--- config.mk ---
export PLATFORM = sky130hd
export DESIGN_NAME = x0_receiver
export DESIGN_NICKNAME = d
export VERILOG_FILES = /design/src/rtl/x0_receiver.sv
export SDC_FILE = /design/constraint.sdc
export NUM_CORES = 1
export LEC_CHECK = 0
export ABC_AREA = 1
export ABC_CLOCK_PERIOD_IN_PS = 2440
export CORE_ASPECT_RATIO = 1.25
export CORE_UTILIZATION = 57
export CTS_CLUSTER_DIAMETER = 60
export DETAILED_ROUTE_END_ITERATION = 12
export PLACE_DENSITY = 0.78
export SLEW_MARGIN = 20
export SYNTH_ARGS = -nofsm -noshare
export SYNTH_HDL_FRONTEND = slang
export SYNTH_SLANG_ARGS = --single-unit
--- constraint.sdc ---
create_clock -name clk -period 2.44 [get_ports clk]
set_clock_uncertainty 0.15 [all_clocks]
set_input_delay 0.488 -clock clk [delete_from_list [all_inputs] [get_ports clk]]
set_output_delay 0.488 -clock clk [all_outputs]
set_load 0.03 [all_outputs]
--- src/rtl/x0_receiver.sv ---
// x0_receiver: bit-serial receiver answering the X0 transmit sequencer.
// Captures four indexed data bits via a four-phase ack, then presents the word.
module x0_receiver #(
   parameter int SYNC_STAGES    = 2,
   parameter int TIMEOUT_CYCLES = 255
) (
   input  logic       clk,
   input  logic       reset,
   input  logic       A,
   input  logic       Dt,
   input  logic       bit0,
   input  logic       bit1,
   input  logic       Cclear,
   output logic       ack,
   output logic       senack,
   output logic [3:0] data,
   output logic       err
);

   localparam logic [1:0] S_IDLE  = 2'd0;
   localparam logic [1:0] S_WAIT  = 2'd1;
   localparam logic [1:0] S_ABORT = 2'd2;
   localparam logic [1:0] S_DONE  = 2'd3;

   localparam int CW = (TIMEOUT_CYCLES > 1) ?
                       $clog2(TIMEOUT_CYCLES + 1) : 1;
   localparam logic [CW-1:0] TMAX  = CW'(TIMEOUT_CYCLES);
   localparam bit            TO_EN = (TIMEOUT_CYCLES != 0);

   logic [4:0]    sync_q [SYNC_STAGES];
   logic          a_s, dt_s, b0_s, b1_s, cclear_s;
   logic [1:0]    idx;
   logic [1:0]    state;
   logic [3:0]    word, got;
   logic [CW-1:0] cnt;
   logic [CW-1:0] cnt_nx;
   logic [3:0]    word_c, got_c, word_cap, got_cap;
   logic          err_c, dup;

   // Synchronise all X0 control/data lines through equal-depth chains
   always_ff @(posedge clk) begin
      if (!reset) begin
         for (int i = 0; i < SYNC_STAGES; i++) sync_q[i] <= '0;
      end else begin
         sync_q[0] <= {Cclear, bit1, bit0, Dt, A};
         for (int i = 1; i < SYNC_STAGES; i++) sync_q[i] <= sync_q[i-1];
      end
   end

   assign {cclear_s, b1_s, b0_s, dt_s, a_s} = sync_q[SYNC_STAGES-1];
   assign idx    = {b1_s, b0_s};
   assign cnt_nx = cnt + 1'b1;

   // Clear is applied ahead of any capture in the same cycle
   always_comb begin
      word_c        = cclear_s ? 4'd0 : word;
      got_c         = cclear_s ? 4'd0 : got;
      err_c         = cclear_s ? 1'b0 : err;
      dup           = got_c[idx];
      word_cap      = word_c;
      word_cap[idx] = dt_s;
      got_cap       = got_c;
      got_cap[idx]  = 1'b1;
   end

   // Handshake sequencer, word assembly and sticky error tracking
   always_ff @(posedge clk) begin
      if (!reset) begin
         state  <= S_IDLE;
         ack    <= 1'b0;
         senack <= 1'b0;
         data   <= 4'd0;
         err    <= 1'b0;
         word   <= 4'd0;
         got    <= 4'd0;
         cnt    <= '0;
      end else begin
         unique case (state)
            S_IDLE: begin
               if (a_s) begin
                  word  <= word_cap;
                  got   <= got_cap;
                  err   <= err_c | dup;
                  ack   <= 1'b1;
                  cnt   <= '0;
                  state <= S_WAIT;
               end else begin
                  word <= word_c;
                  got  <= got_c;
                  err  <= err_c;
               end
            end
            S_WAIT: begin
               word <= word_c;
               got  <= got_c;
               err  <= err_c;
               if (!a_s) begin
                  ack <= 1'b0;
                  cnt <= '0;
                  if (got_c == 4'hf) begin
                     senack <= 1'b1;
                     data   <= word_c;
                     state  <= S_DONE;
                  end else begin
                     state <= S_IDLE;
                  end
               end else if (TO_EN && cnt_nx == TMAX) begin
                  err   <= 1'b1;
                  ack   <= 1'b0;
                  got   <= 4'd0;
                  word  <= 4'd0;
                  cnt   <= '0;
                  state <= S_ABORT;
               end else begin
                  cnt <= cnt_nx;
               end
            end
            S_ABORT: begin
               if (!a_s) state <= S_IDLE;
            end
            S_DONE: begin
               if (cclear_s) begin
                  senack <= 1'b0;
                  data   <= 4'd0;
                  word   <= 4'd0;
                  got    <= 4'd0;
                  err    <= 1'b0;
                  state  <= S_IDLE;
               end
            end
            default: state <= S_IDLE;
         endcase
      end
   end

endmodule

==> results.md <==
- Status: finished, final reports clean
- Core Util, Final: 0.688
- Hold Violations, Final: 0
- Worst Hold Class: register to register
- Crit end category: primary output
- Worst-skew pair later-pin latency: 0.33 ns
- Initial Util: 0.607
- Worst-Margin Slew: between 0.6 and 0.7 ns
- Top Family by Delay on Critical Path: buffers and inverters
- Max Freq: about 500 MHz
- Num CTS Buffers: 5
- Buf/Inv on CP: 1
- Initial antenna violation count: 0
- Rows: 22
- Drt wl/cell: ~11 um
- RSZ-0062 raised after global routing: no
- Rel. slew slack: 0.592
- Vias per inst: between 5 and 6
- Total Wirelength: 3750 um
- Power share of the clock group: 0.344
- Crit-path cells: clkdlybuf4s50_1
- Slowest cell on the critical path: clkdlybuf4s50_1
- First-pass GRT wire length: 6420 um
- Ranking of synthesized cells by area: dfxtp_1 (38%), nand2_1 (16%), inv_1 (9.3%)
- Leading area contributor after synthesis: dfxtp_1
- ANT cells: 0
- Vias in the first global route: between 1500 and 2000
- Post-CTS setup buffer count: 0
- GPL Wtd Cong: 0.917
- Crit path DAT: roughly 1.4 ns
- Type of origin of the critical path: register
- Post-Syn Nets: 283
- Slew Viols, Final: 0
- Max_cap viols: 0
- Core Footprint: 3000 sq um
- Area grow syn2layout: 13.3%
- H-tree lvl count: 2
- CTS tree: done
- Clk sink count: 35
- Yosys cell types: 29
- Yosys warning count: 0
- Remaining global-route overflow: 0
- Req. time, crit path: about 1.8 ns
- Combinational power share: 0.079
- FILL cells: around 260
- WS Path Type: register to primary output
- Fin area: between 2000 and 2500 sq um
- Setup violations, final: 0
- Fin nets: around 300
- Share of the synthesized area in the top cell type: 0.385
- Iter 0 DRT Violations: 77
- Residual DRC: 0
- Worst-path clk slew: between 0.1 and 0.15 ns
- Place WS: between 0.6 and 0.7 ns
- Post-Syn Area: roughly 1800 sq um
- Final Cycle Share: 0.818
- Port-buffer cells: 13
- Vias: 1701
- IO Pins: 14
- CTS Root Cell: clkbuf_4
- CTS resizes: 0
- Highest cell delay on the worst timing path: 0.67 ns
- Gr usage total: 0.254
- Post-Syn Instances: between 200 and 300
- Final Worst Setup Slack: roughly 0.44 ns
- Yosys reg bits: 35
- Detail Placement HPWL: 2690 um
- Mean Syn Cell Area: ~6.6 sq um
- Sw frac: 0.238
- Die Height: 65.2 um
- NetSw: about 0.25 mW
- Setup tns final: 0 ns
- DRT Pass-1 Iters: 4
- P_leak: 0.944 nW
- Flop pwr share: 0.577
- Die Width: around 53 um
- ANT nets after route: 0
- CP Max Fanout: 3
- P per Cell Area: 500 nW/um^2
- Internal power: 0.786 mW
- Period minus WS final: approximately 2.0 ns
- Sequential fraction of the synthesis area: 0.385
- Die area: 3430 sq um
- Hold_buf cts: 0
- Share of layout cells above drive strength 1: 0.102
- Worst vdd ir: about 0.00039 V
- CTS Buffer Depth: 2
- Total power draw: ~1.0 mW
- Placed cell area: about 2000 sq um
- Largest net degree at the start of global routing: 14
==> logic make-up (layout without fill, tap and decap cells) <==
| logic type | Yosys count | count (layout) | share of synthesized area |
|---|---|---|---|
| simple gates | 135 | 135 | 0.323 |
| buf+inv | 54 | 73 | 0.120 |
| compound gates | 47 | 47 | 0.154 |
| flops | 35 | 35 | 0.385 |
| fa+ha+maj | 2 | 2 | 0.0137 |
| xor+xnor | 1 | 1 | 0.00481 |
==> power groups by stage <==
stage	Sequential [mW]	Clock [mW]	Combinational [mW]
detailed placement	0.608	0	0.0810
floorplan	0.606	0	0.0545
global placement	0.608	0	0.0804
finish	0.595	0.355	0.0818
global route	0.597	0.386	0.0935
CTS	0.595	0.360	0.0815
==> state kept, by name, indices dropped and copies added (netlist names), 2 cells and up <==
name,cells
state,2
data,4
got,4
word,4
sync_q,10
cnt,8
==> final cells by class <==
class                   count  area, sq um  area share
multi-input cells         185          902       0.437
well taps                  36         45.0      0.0218
repair buffers             18          168      0.0813
flip-flops and latches     35          701       0.340
inverters                  47          179      0.0867
clock buffers               8         68.8      0.0334
==> metrics by stage <==
step	hold WS, ns	cells
after global placement	0.243	321
after floorplan	0.240	274
final	0.261	329
after CTS	0.271	329
after global routing	0.288	329
after detailed placement	0.248	321
==> synth_stat cells <==
cell type	number
a21oi_1	22
nor3_1	2
nand2_2	4
o21bai_2	1
a21oi_2	4
ha_1	2
a211oi_1	3
buf_2	2
o21ai_0	11
nor2_2	5
nand3_1	11
inv_4	1
nand2_4	2
buf_1	1
clkinv_1	1
o211ai_1	3
nand3_2	1
clkbuf_1	2
buf_6	1
nand3b_1	1
buf_4	1
inv_1	45
xnor2_1	1
nor2_1	24
dfxtp_1	35
nand2_1	78
a31oi_1	1
nand4_1	7
o311ai_0	2
==> path summary, 6_finish.rpt <==
path                                    from      endpoint  slack, ns  cells after the start
worst max register to register        cnt[1]        got[0]       0.58                     10
worst min-delay path            sync_q[0][4]  sync_q[0][9]       0.26                      2
worst min register to register  sync_q[0][4]  sync_q[0][9]       0.26                      2
worst max-delay path                     err           err       0.44                      1
==> layout by cell type, fill, tap and decap left out, drive strengths merged <==
| cell type | netlist | layout |
|---|---|---|
| clkdlybuf4s50 | 0 | 13 |
| o211ai | 3 | 3 |
| a211oi | 3 | 3 |
| nor3 | 2 | 2 |
| nand3 | 12 | 12 |
| nor2 | 29 | 29 |
| o21bai | 1 | 1 |
| nand3b | 1 | 1 |
| buf | 5 | 5 |
| a31oi | 1 | 1 |
| inv | 46 | 46 |
| ha | 2 | 2 |
| xnor2 | 1 | 1 |
| o21ai | 11 | 11 |
| dfxtp | 35 | 35 |
| clkinv | 1 | 1 |
| o311ai | 2 | 2 |
| clkbuf | 2 | 8 |
| a21oi | 26 | 26 |
| nand4 | 7 | 7 |
| nand2 | 84 | 84 |
==> layer usage <==
metal  part of all wire  global-route usage  wire length [um]
met1               0.46               0.305              1740
met2               0.47               0.411              1770
met3              0.040              0.0671               150
met4              0.024               0.118                91
met5                  0                   0                 0
==> worst register-to-register path, delay by kind of cell (launching register included) <==
kind / cells / cell delay, ns
DFF: 1 / 0.42
adders and majority gates: 1 / 0.23
and+or+nand+nor: 6 / 0.63
buffers and inverters: 1 / 0.09
AOI/OAI and AO/OA: 2 / 0.22
No activity file was read; power rests on OpenSTA's default activity.
